===== src/rtl/snn_ctrl_pkg.sv =====
// Shared definitions for the integrate-and-fire network sample scheduler.
//   ctrl_state_t : controller FSM states
//   clog2_min1   : ceil(log2(x)) clamped to at least 1 bit, used for
//                  counter and index widths so degenerate sizes stay legal.
package snn_ctrl_pkg;

    typedef enum logic [2:0] {
        ST_IDLE,
        ST_CLEAR,
        ST_RUN,
        ST_DRAIN,
        ST_SCAN,
        ST_RESULT
    } ctrl_state_t;

    function automatic int clog2_min1(input int value);
        return (value > 1) ? $clog2(value) : 1;
    endfunction

endpackage


===== src/rtl/spike_counter_bank.sv =====
// Bank of saturating per-neuron spike counters with an indexed read port.
//   clk, rst   : clock, synchronous active-high reset
//   i_clr      : zero all counters (start of a sample)
//   i_en       : counting window enable
//   i_spike    : one spike bit per output neuron
//   i_rd_idx   : neuron selected for the scan read
//   o_rd_data  : count of the selected neuron (0 if index out of range)
module spike_counter_bank #(
    parameter int NUM_OUTPUTS = 4,
    parameter int CNT_W       = 5,
    parameter int IDX_W       = 2
) (
    input  logic                   clk,
    input  logic                   rst,
    input  logic                   i_clr,
    input  logic                   i_en,
    input  logic [NUM_OUTPUTS-1:0] i_spike,
    input  logic [IDX_W-1:0]       i_rd_idx,
    output logic [CNT_W-1:0]       o_rd_data
);

    localparam logic [CNT_W-1:0] CNT_MAX = '1;

    logic [NUM_OUTPUTS-1:0][CNT_W-1:0] w_cnt;

    generate
        for (genvar gi = 0; gi < NUM_OUTPUTS; gi++) begin : g_cnt
            logic [CNT_W-1:0] r_cnt;

            // Saturate instead of wrapping so a busy neuron can never
            // appear to have fewer spikes than a quieter one.
            always_ff @(posedge clk) begin
                if (rst || i_clr) begin
                    r_cnt <= '0;
                end else if (i_en && i_spike[gi] && (r_cnt != CNT_MAX)) begin
                    r_cnt <= r_cnt + 1'b1;
                end
            end

            assign w_cnt[gi] = r_cnt;
        end
    endgenerate

    always_comb begin
        o_rd_data = '0;
        for (int k = 0; k < NUM_OUTPUTS; k++) begin
            if (i_rd_idx == IDX_W'(k)) begin
                o_rd_data = w_cnt[k];
            end
        end
    end

endmodule


===== src/rtl/if_network_controller.sv =====
// Sample-level scheduler for the integrate-and-fire network: clears the
// network, streams NUM_TIMESTEPS spike vectors into it, drains in-flight
// spikes, counts output spikes per neuron and reports the argmax.
//   clk, rst                      : clock, synchronous active-high reset
//   in_valid/in_ready/in_spikes   : upstream timestep stream
//   net_spike_in, net_rst         : drive the network
//   net_spike_out                 : network output-layer spikes
//   out_valid/out_ready           : result handshake
//   out_winner/out_count/out_silent : winning neuron, its count, all-zero flag
//   busy                          : controller not idle
module if_network_controller
    import snn_ctrl_pkg::*;
#(
    parameter int NUM_INPUTS    = 4,
    parameter int NUM_OUTPUTS   = 4,
    parameter int NUM_TIMESTEPS = 16,
    parameter int CLEAR_CYCLES  = 2,
    parameter int DRAIN_CYCLES  = 2,
    parameter int CNT_W         = clog2_min1(NUM_TIMESTEPS + DRAIN_CYCLES + 1),
    parameter int IDX_W         = clog2_min1(NUM_OUTPUTS)
) (
    input  logic                   clk,
    input  logic                   rst,
    input  logic                   in_valid,
    output logic                   in_ready,
    input  logic [NUM_INPUTS-1:0]  in_spikes,
    output logic [NUM_INPUTS-1:0]  net_spike_in,
    output logic                   net_rst,
    input  logic [NUM_OUTPUTS-1:0] net_spike_out,
    output logic                   out_valid,
    input  logic                   out_ready,
    output logic [IDX_W-1:0]       out_winner,
    output logic [CNT_W-1:0]       out_count,
    output logic                   out_silent,
    output logic                   busy
);

    localparam int TS_W   = clog2_min1(NUM_TIMESTEPS + 1);
    localparam int PH_MAX = (CLEAR_CYCLES > DRAIN_CYCLES) ? CLEAR_CYCLES : DRAIN_CYCLES;
    localparam int PH_W   = clog2_min1(PH_MAX + 1);

    ctrl_state_t           r_state;
    ctrl_state_t           w_state_next;
    logic [PH_W-1:0]       r_phase;
    logic [TS_W-1:0]       r_ts_cnt;
    logic [IDX_W-1:0]      r_scan_idx;
    logic [IDX_W-1:0]      r_winner;
    logic [CNT_W-1:0]      r_best;
    logic [NUM_INPUTS-1:0] r_net_spike_in;
    logic                  w_in_ready;
    logic                  w_hs;
    logic                  w_cnt_clr;
    logic                  w_cnt_en;
    logic [CNT_W-1:0]      w_rd_count;

    always_ff @(posedge clk) begin
        if (rst) begin
            r_state <= ST_IDLE;
        end else begin
            r_state <= w_state_next;
        end
    end

    always_comb begin
        w_state_next = r_state;
        w_in_ready   = 1'b0;
        w_cnt_clr    = 1'b0;
        w_cnt_en     = 1'b0;
        case (r_state)
            ST_IDLE: begin
                // The triggering beat is left in place; it is taken in RUN.
                if (in_valid) begin
                    w_state_next = ST_CLEAR;
                    w_cnt_clr    = 1'b1;
                end
            end
            ST_CLEAR: begin
                if (r_phase == PH_W'(CLEAR_CYCLES - 1)) begin
                    w_state_next = ST_RUN;
                end
            end
            ST_RUN: begin
                w_in_ready = 1'b1;
                w_cnt_en   = 1'b1;
                if (in_valid && (r_ts_cnt == TS_W'(NUM_TIMESTEPS - 1))) begin
                    w_state_next = (DRAIN_CYCLES == 0) ? ST_SCAN : ST_DRAIN;
                end
            end
            ST_DRAIN: begin
                w_cnt_en = 1'b1;
                if (r_phase == PH_W'(DRAIN_CYCLES - 1)) begin
                    w_state_next = ST_SCAN;
                end
            end
            ST_SCAN: begin
                if (r_scan_idx == IDX_W'(NUM_OUTPUTS - 1)) begin
                    w_state_next = ST_RESULT;
                end
            end
            ST_RESULT: begin
                if (out_ready) begin
                    w_state_next = ST_IDLE;
                end
            end
            default: begin
                w_state_next = ST_IDLE;
            end
        endcase
    end

    assign w_hs = w_in_ready & in_valid;

    always_ff @(posedge clk) begin
        if (rst) begin
            r_phase        <= '0;
            r_ts_cnt       <= '0;
            r_scan_idx     <= '0;
            r_winner       <= '0;
            r_best         <= '0;
            r_net_spike_in <= '0;
        end else begin
            // Phase counter restarts on every state change and only
            // advances in the fixed-length states it times.
            if (w_state_next != r_state) begin
                r_phase <= '0;
            end else if ((r_state == ST_CLEAR) || (r_state == ST_DRAIN)) begin
                r_phase <= r_phase + 1'b1;
            end

            if (w_cnt_clr) begin
                r_ts_cnt <= '0;
            end else if (w_hs) begin
                r_ts_cnt <= r_ts_cnt + 1'b1;
            end

            // Each accepted vector is presented to the network for one cycle.
            r_net_spike_in <= w_hs ? in_spikes : '0;

            // Index 0 seeds the running max; later neurons replace it only
            // when strictly larger, so ties keep the lowest index.
            if (r_state == ST_SCAN) begin
                r_scan_idx <= r_scan_idx + 1'b1;
                if ((r_scan_idx == '0) || (w_rd_count > r_best)) begin
                    r_winner <= r_scan_idx;
                    r_best   <= w_rd_count;
                end
            end else begin
                r_scan_idx <= '0;
            end
        end
    end

    spike_counter_bank #(
        .NUM_OUTPUTS (NUM_OUTPUTS),
        .CNT_W       (CNT_W),
        .IDX_W       (IDX_W)
    ) u_counters (
        .clk       (clk),
        .rst       (rst),
        .i_clr     (w_cnt_clr),
        .i_en      (w_cnt_en),
        .i_spike   (net_spike_out),
        .i_rd_idx  (r_scan_idx),
        .o_rd_data (w_rd_count)
    );

    assign in_ready     = w_in_ready;
    assign net_spike_in = r_net_spike_in;
    assign net_rst      = rst | (r_state == ST_CLEAR);
    assign out_valid    = (r_state == ST_RESULT);
    assign out_winner   = r_winner;
    assign out_count    = r_best;
    assign out_silent   = (r_state == ST_RESULT) && (r_best == '0);
    assign busy         = (r_state != ST_IDLE);

endmodule


===== config.mk =====
export PLATFORM = sky130hd
export DESIGN_NAME = if_network_controller
export DESIGN_NICKNAME = d
export VERILOG_FILES = /design/src/rtl/snn_ctrl_pkg.sv /design/src/rtl/spike_counter_bank.sv /design/src/rtl/if_network_controller.sv
export SDC_FILE = /design/constraint.sdc
export NUM_CORES = 1
export LEC_CHECK = 0
export ABC_AREA = 1
export ABC_CLOCK_PERIOD_IN_PS = 2900
export BUFFER_PORTS_ARGS = -buffer_cell sky130_fd_sc_hd__buf_2
export CORE_ASPECT_RATIO = 1.75
export CORE_MARGIN = 1.5
export CORE_UTILIZATION = 45
export DETAILED_ROUTE_END_ITERATION = 10
export PLACE_DENSITY = 0.69
export SYNTH_ARGS = -nofsm -noshare
export SYNTH_HDL_FRONTEND = slang
export SYNTH_SLANG_ARGS = --single-unit

===== constraint.sdc =====
create_clock -name clk -period 2.9 [get_ports clk]
set_clock_uncertainty 0.2 [all_clocks]
set_input_delay 0.58 -clock clk [delete_from_list [all_inputs] [get_ports clk]]
set_output_delay 0.58 -clock clk [all_outputs]
set_load 0.02 [all_outputs]

-- Word-level counts from Yosys, hierarchy flattened
Cells that the tools add are included.
- $add $sub $neg: 7
- magnitude comparators: 1
- equal/unequal tests: 15
- mux-type cells: 15
- bitwise logic cells: 4
- reduce and logical (&&, ||, !) cells: 23
- operators with widths (operator ; count):
    adder 5 x 1 -> 5 bit, second input constant ; 5
    2-to-1 mux 5 bit ; 4
    inequality test 5 bit, second input constant ; 4
    2-to-1 mux 3 bit ; 6
    case mux 3 bit (6 select lines) ; 1
    logical AND 1 bit ; 10
    OR reduction 2 bit ; 5
    equality test 3 x 2 -> 1 bit, second input constant ; 2
    equality test 3 bit, second input constant ; 2
    equality test 5 x 4 -> 1 bit, second input constant ; 1
    > comparator 5 bit ; 1
    logical NOT 5 bit ; 1
    adder 2 x 1 -> 2 bit, second input constant ; 2
    equality test 2 x 1 -> 1 bit, second input constant ; 2
    equality test 2 bit, second input constant ; 2
    2-to-1 mux 1 bit ; 4
    equality test 3 x 1 -> 1 bit, second input constant ; 1
    logical NOT 3 bit ; 1
    logical OR 1 bit ; 3
    inequality test 3 bit ; 1
    nonzero test 3 bit ; 1
    logical NOT 2 bit ; 1
    NOT 1 bit ; 2
    AND reduction 2 bit ; 1
    2 further kinds ; 2
- flip-flop bits (word level): 43
- input bits: 12
- output and inout bits: 16

-- Depth between registers and ports, before layout
- depth in word-level cells: 8
- mapped depth: 20

-- Cells and area by module
Synthesis repeated with hierarchy kept, for this count alone.
- cell total of the unflattened synthesis: 365
- area, all modules: 2484.9 sq um
- by module, submodules not included (module ; instances ; cells an instance ; area an instance (sq um) ; seq. area each (sq um)):
    if_network_controller ; 1 ; 185 ; 1293.7 ; 460.4
    spike_counter_bank ; 1 ; 180 ; 1191.1 ; 400.4

-- Worst setup path before layout
Ideal clock, no wire load.
- path type: flip-flop to flip-flop
- from: reg r_scan_idx[0]
- to: reg r_best[0] (netlist: out_count[0])
- library setup time: 115 ps
- arrival time: 2271 ps
- required time: 2585 ps
- path slack: 314 ps
- stages on the path, launching flop included: 19
- buffers on the path: 2
- cells stage by stage: dfxtp_1 inv_1 ha_1 clkbuf_1 a21oi_1 nand2_1 a21boi_0 inv_1 ha_1 nand2_1 nor2_1 nand2_1 nand3_1 nand2_1 nand2_1 buf_2 nand3_1 nand2_1 nor2_1
- word-level cells in the longest chain between the ends: 8
- elaborated cells on any way between the ends: 11
- those cells by class: 1 x order compare; 3 x eq/ne; 4 x mux; 3 x reduce/logical
- ends and longest elaborated chain (element ; RTL line ; text):
    start: declaration ; if_network_controller.sv:46 ; logic [IDX_W-1:0] r_scan_idx;
    start signal: assignment ; if_network_controller.sv:142 ; r_scan_idx <= r_scan_idx + 1'b1;
    logical NOT 2 bit ; spike_counter_bank.sv:47 ; if (i_rd_idx == IDX_W'(k)) begin
    2-to-1 mux 5 bit (3 in series) ; spike_counter_bank.sv:47 ;
    2-to-1 mux 5 bit (*) ; spike_counter_bank.sv:47 ;
    net u_counters.o_rd_data[4] ; spike_counter_bank.sv:19 ; output logic [CNT_W-1:0] o_rd_data
    > comparator 5 bit (*) ; if_network_controller.sv:143 ; if ((r_scan_idx == '0) || (w_rd_count > r_best)) begin
    logical OR 1 bit (*) ; if_network_controller.sv:143 ;
    AND reduction 2 bit (no source line) (*) ; -- ;
    end signal: assignment ; if_network_controller.sv:145 ; r_best <= w_rd_count;
    end: declaration ; if_network_controller.sv:48 ; logic [CNT_W-1:0] r_best;
The timed path passes the listed nets; every way through them passes the cells marked *.
A chain may end at the register's enable or synchronous reset.

-- Final worst setup path
Same ends and word-level chain as after synthesis.

==> impl_results.rst <==
.. list-table::
   :header-rows: 1

   * - Metric
     - Value
   * - Share of the core filled with cells in the final layout
     - 0.518
   * - Number of gates given a new drive strength after cts
     - 0
   * - Critical path peak fanout
     - 9
   * - Critical path endpoint category
     - register
   * - Count of state elements after synthesis
     - 43
   * - Cell type contributing the most total cell area after synthesis
     - sky130_fd_sc_hd__dfxtp_1
   * - Simple-gate area share of the yosys netlist
     - 0.275
   * - Share of the synthesized area in compound gates (AO/OA/AOI/OAI)
     - 0.147
   * - Worst slew margin relative to its limit
     - 0.647
   * - Mean number of vias per cell
     - 5.08
   * - Estimated wirelength of the detail-placed design
     - 3730 um
   * - Area growth from synthesis to layout
     - 12.0%
   * - Arrival time at the worst endpoint
     - 2.66 ns
   * - Outcome
     - completed
   * - Non-filler cells, final
     - 427
   * - Maximum level of the CTS H-tree
     - 2
   * - Number of buffers added on ports
     - 27
   * - Dpl cells
     - 419
   * - DRT Pass-1 Iters
     - 4
   * - Cell count of the worst reg-to-reg path
     - 19
   * - Die outline height
     - 99.8 um
   * - Net count, final
     - 403
   * - Final antenna-violating net count
     - 0
   * - Synth top area cells
     - sky130_fd_sc_hd__dfxtp_1 (36%), sky130_fd_sc_hd__ha_1 (10%), sky130_fd_sc_hd__inv_1 (8.7%)
   * - Total power per unit cell area
     - 419 nW/um^2
   * - CTS Buf Count
     - 5
   * - Highest-count cells in the layout ignoring fill and taps
     - sky130_fd_sc_hd__inv_1 (56), sky130_fd_sc_hd__nand2_1 (53), sky130_fd_sc_hd__nor2_1 (43), sky130_fd_sc_hd__dfxtp_1 (43), sky130_fd_sc_hd__a21oi_1 (31)
   * - Data required time of the critical path
     - 2.90 ns
   * - CORE AREA
     - 5210 um^2
   * - Average wire per cell in the routed design
     - 11.2 um
   * - Top-level port count
     - 28
   * - Portion of the clock cycle consumed by the worst path in the final layout
     - 0.916
   * - Width of the chip
     - 58.3 um
   * - Number of hold violations in the final report
     - 0
   * - Count of flip-flops with a built-in enable after synthesis
     - 0
   * - Main combinational cell family by area after synthesis
     - simple AND/OR/NAND/NOR gates
   * - Peak supply drop
     - 0.366 mV
   * - XOR/XNOR Fraction of Synth Area
     - 0.00363
   * - Setup_tns
     - 0 ns
   * - DRC
     - 0
   * - Met2 Use GR
     - 0.339
   * - Category of the most critical setup path
     - reg2reg
   * - Register area share after synthesis
     - 0.357
   * - Clock tree root driver cell
     - sky130_fd_sc_hd__clkbuf_8
   * - Placer congestion estimate
     - 0.778
   * - Syn. warnings
     - 0
   * - Number of violations reported at the end of detailed-routing iteration 0
     - 71
   * - Post-Syn Nets
     - 374
   * - Area share of the leading cell type in the synthesized netlist
     - 0.357
   * - Clock latency on the worst-skew pair
     - 0.30 ns
   * - Layer with the highest usage
     - met2
   * - Instance count of the mapped netlist
     - 342
   * - Post-layout minimum cycle time
     - 2.66 ns
   * - Fraction of final layout cells sized beyond drive strength 1
     - 0.156
   * - Post-detailed-routing wire length
     - 4790 um
   * - CTS tree
     - built
   * - DIE AREA
     - 5820 um^2
   * - Proportion of synthesized flip-flops having asynchronous set or reset
     - 0
   * - Max Clock Freq
     - 0.377 GHz
   * - Global-route wire length before repair
     - 8220 um
   * - Met3 capacity usage during global routing
     - 0.0284
   * - Class of the tightest hold or removal check
     - in2reg
   * - Proportion of synthesized area in mux cells
     - 0
   * - Hold buffer count at cts
     - 0
   * - Unrepaired setup endpoints after global routing
     - false
   * - Routed via count
     - 2169
   * - GRT Overall Usage
     - 0.180
   * - Worst Max-Slew Pin Slew
     - 0.529 ns
   * - Area of the mapped netlist
     - 2410 um^2
   * - Static leakage
     - 1.30 nW
   * - Pin count of the biggest net entering global routing
     - 24
   * - CP Launch Type
     - register
   * - Hold Path Cell Cnt
     - 2
   * - Antenna violations before repair
     - 0
   * - Synth Flop Type
     - sky130_fd_sc_hd__dfxtp_1
   * - Maximum count of clock buffers along a single path
     - 2
   * - Met1 Resource Use GR
     - 0.177
   * - Slew Limit Fails
     - 0
   * - Post-route worst hold slack
     - 0.257 ns
   * - Vias in the first global route
     - 2075
   * - Row Count
     - 35
   * - Number of distinct library cells after synthesis
     - 28
   * - Clock-pin slew on the worst setup and hold paths
     - 0.08 ns
   * - Initial cell density of the core
     - 0.463
   * - Max cap viols
     - 0
   * - Setup violation total in the final timing report
     - 0
   * - Avg Synthesized Cell Area
     - 7.05 um^2
   * - Post-CTS setup buffer count
     - 0
   * - Sink count of the clock tree
     - 43
   * - Arithmetic-cell share of the synthesized area counting full adders, half adders and majority gates
     - 0.104
   * - Antenna fix cells
     - 0
   * - Commonest non-fill, non-tap cell in the layout
     - sky130_fd_sc_hd__inv_1
   * - Remaining global-route overflow
     - 0
per-layer routing:
layer  vias up  share of wire  wire [um]
met4         0          0.032        155
met2        32           0.54       2610
met3        14          0.025        121
met5         -              0          0
li1       1145              -          -
met1       978           0.40       1900
Yosys cell counts, types with 3 or more instances:
master	count
sky130_fd_sc_hd__nand3_1	19
sky130_fd_sc_hd__ha_1	20
sky130_fd_sc_hd__nor3_1	10
sky130_fd_sc_hd__inv_2	7
sky130_fd_sc_hd__dfxtp_1	43
sky130_fd_sc_hd__nand2_1	53
sky130_fd_sc_hd__a21boi_0	4
sky130_fd_sc_hd__o21ai_1	16
sky130_fd_sc_hd__buf_2	3
sky130_fd_sc_hd__o21ai_0	14
sky130_fd_sc_hd__nor2_1	43
sky130_fd_sc_hd__a21oi_1	31
sky130_fd_sc_hd__inv_1	56
sky130_fd_sc_hd__nand2_4	5
worst max-delay path: stages, from the launching register on:
cell	delay (ns)
sky130_fd_sc_hd__dfxtp_1	0.39
sky130_fd_sc_hd__inv_1	0.10
sky130_fd_sc_hd__ha_1	0.23
sky130_fd_sc_hd__nand2_1	0.12
sky130_fd_sc_hd__inv_1	0.06
sky130_fd_sc_hd__nand2_1	0.06
sky130_fd_sc_hd__nand2_1	0.05
sky130_fd_sc_hd__a21boi_1	0.24
sky130_fd_sc_hd__inv_1	0.08
sky130_fd_sc_hd__ha_1	0.27
sky130_fd_sc_hd__nand2_1	0.04
sky130_fd_sc_hd__nor2_1	0.11
sky130_fd_sc_hd__nand2_1	0.06
sky130_fd_sc_hd__nand3_1	0.06
sky130_fd_sc_hd__nand2_1	0.05
sky130_fd_sc_hd__nand2_1	0.07
sky130_fd_sc_hd__buf_4	0.16
sky130_fd_sc_hd__nand3_1	0.08
sky130_fd_sc_hd__nand2_1	0.08
sky130_fd_sc_hd__nor2_1	0.04
flip-flops by register name, summed over array words and instances (netlist names):
| name | flops |
|---|---|
| u_counters.g_cnt.r_cnt | 20 |
| r_scan_idx | 2 |
| net_spike_in | 4 |
| r_ts_cnt | 5 |
| r_state | 3 |
| out_winner | 2 |
| out_count | 5 |
| r_phase | 2 |
report_power, final:
part           internal [mW]  leakage, nW  switching (mW)
combinational         0.0358        0.907          0.0700
sequential             0.597        0.347         0.00812
clock                  0.217       0.0515           0.203
kinds of logic (layout without fill, tap and decap cells):
kind of cell / Yosys count / after routing
flip-flops: 43 / 43
AO/OA/AOI/OAI: 68 / 68
adder cells (fa/ha/maj): 20 / 20
buffers and inverters: 70 / 100
AND/OR/NAND/NOR: 140 / 140
XOR/XNOR: 1 / 1
path summary, 6_finish.rpt:
path                            slack [ns]                        end                      from
worst max-delay path                  0.24  out_count[0]$_SDFFE_PP0P_  r_scan_idx[0]$_SDFF_PP0_
worst min-delay path                  0.26      r_state[0]$_SDFF_PP0_                       rst
worst max register to register        0.24  out_count[0]$_SDFFE_PP0P_  r_scan_idx[0]$_SDFF_PP0_
worst min register to register        0.28   r_scan_idx[0]$_SDFF_PP0_  r_scan_idx[0]$_SDFF_PP0_
final cells by class:
| class | count | area (um^2) |
|---|---|---|
| repair buffers | 29 | 150 |
| fillers | 530 | 2510 |
| flip-flops and latches | 43 | 861 |
| well taps | 55 | 68.8 |
| inverters | 63 | 236 |
| clock buffers | 8 | 100 |
| multi-input cells | 229 | 1280 |
through the flow:
| step | worst slack, ns | instance area, um^2 | power [mW] |
|---|---|---|---|
| after floorplan | 0.314 | 2410 | 0.700 |
| after global placement | 0.0909 | 2590 | 0.724 |
| after detailed placement | 0.0439 | 2590 | 0.725 |
| after CTS | 0.0291 | 2690 | 1.14 |
| after global routing | 0.0108 | 2700 | 1.18 |
| final | 0.245 | 2700 | 1.13 |
No activity file was read; power rests on OpenSTA's default activity.
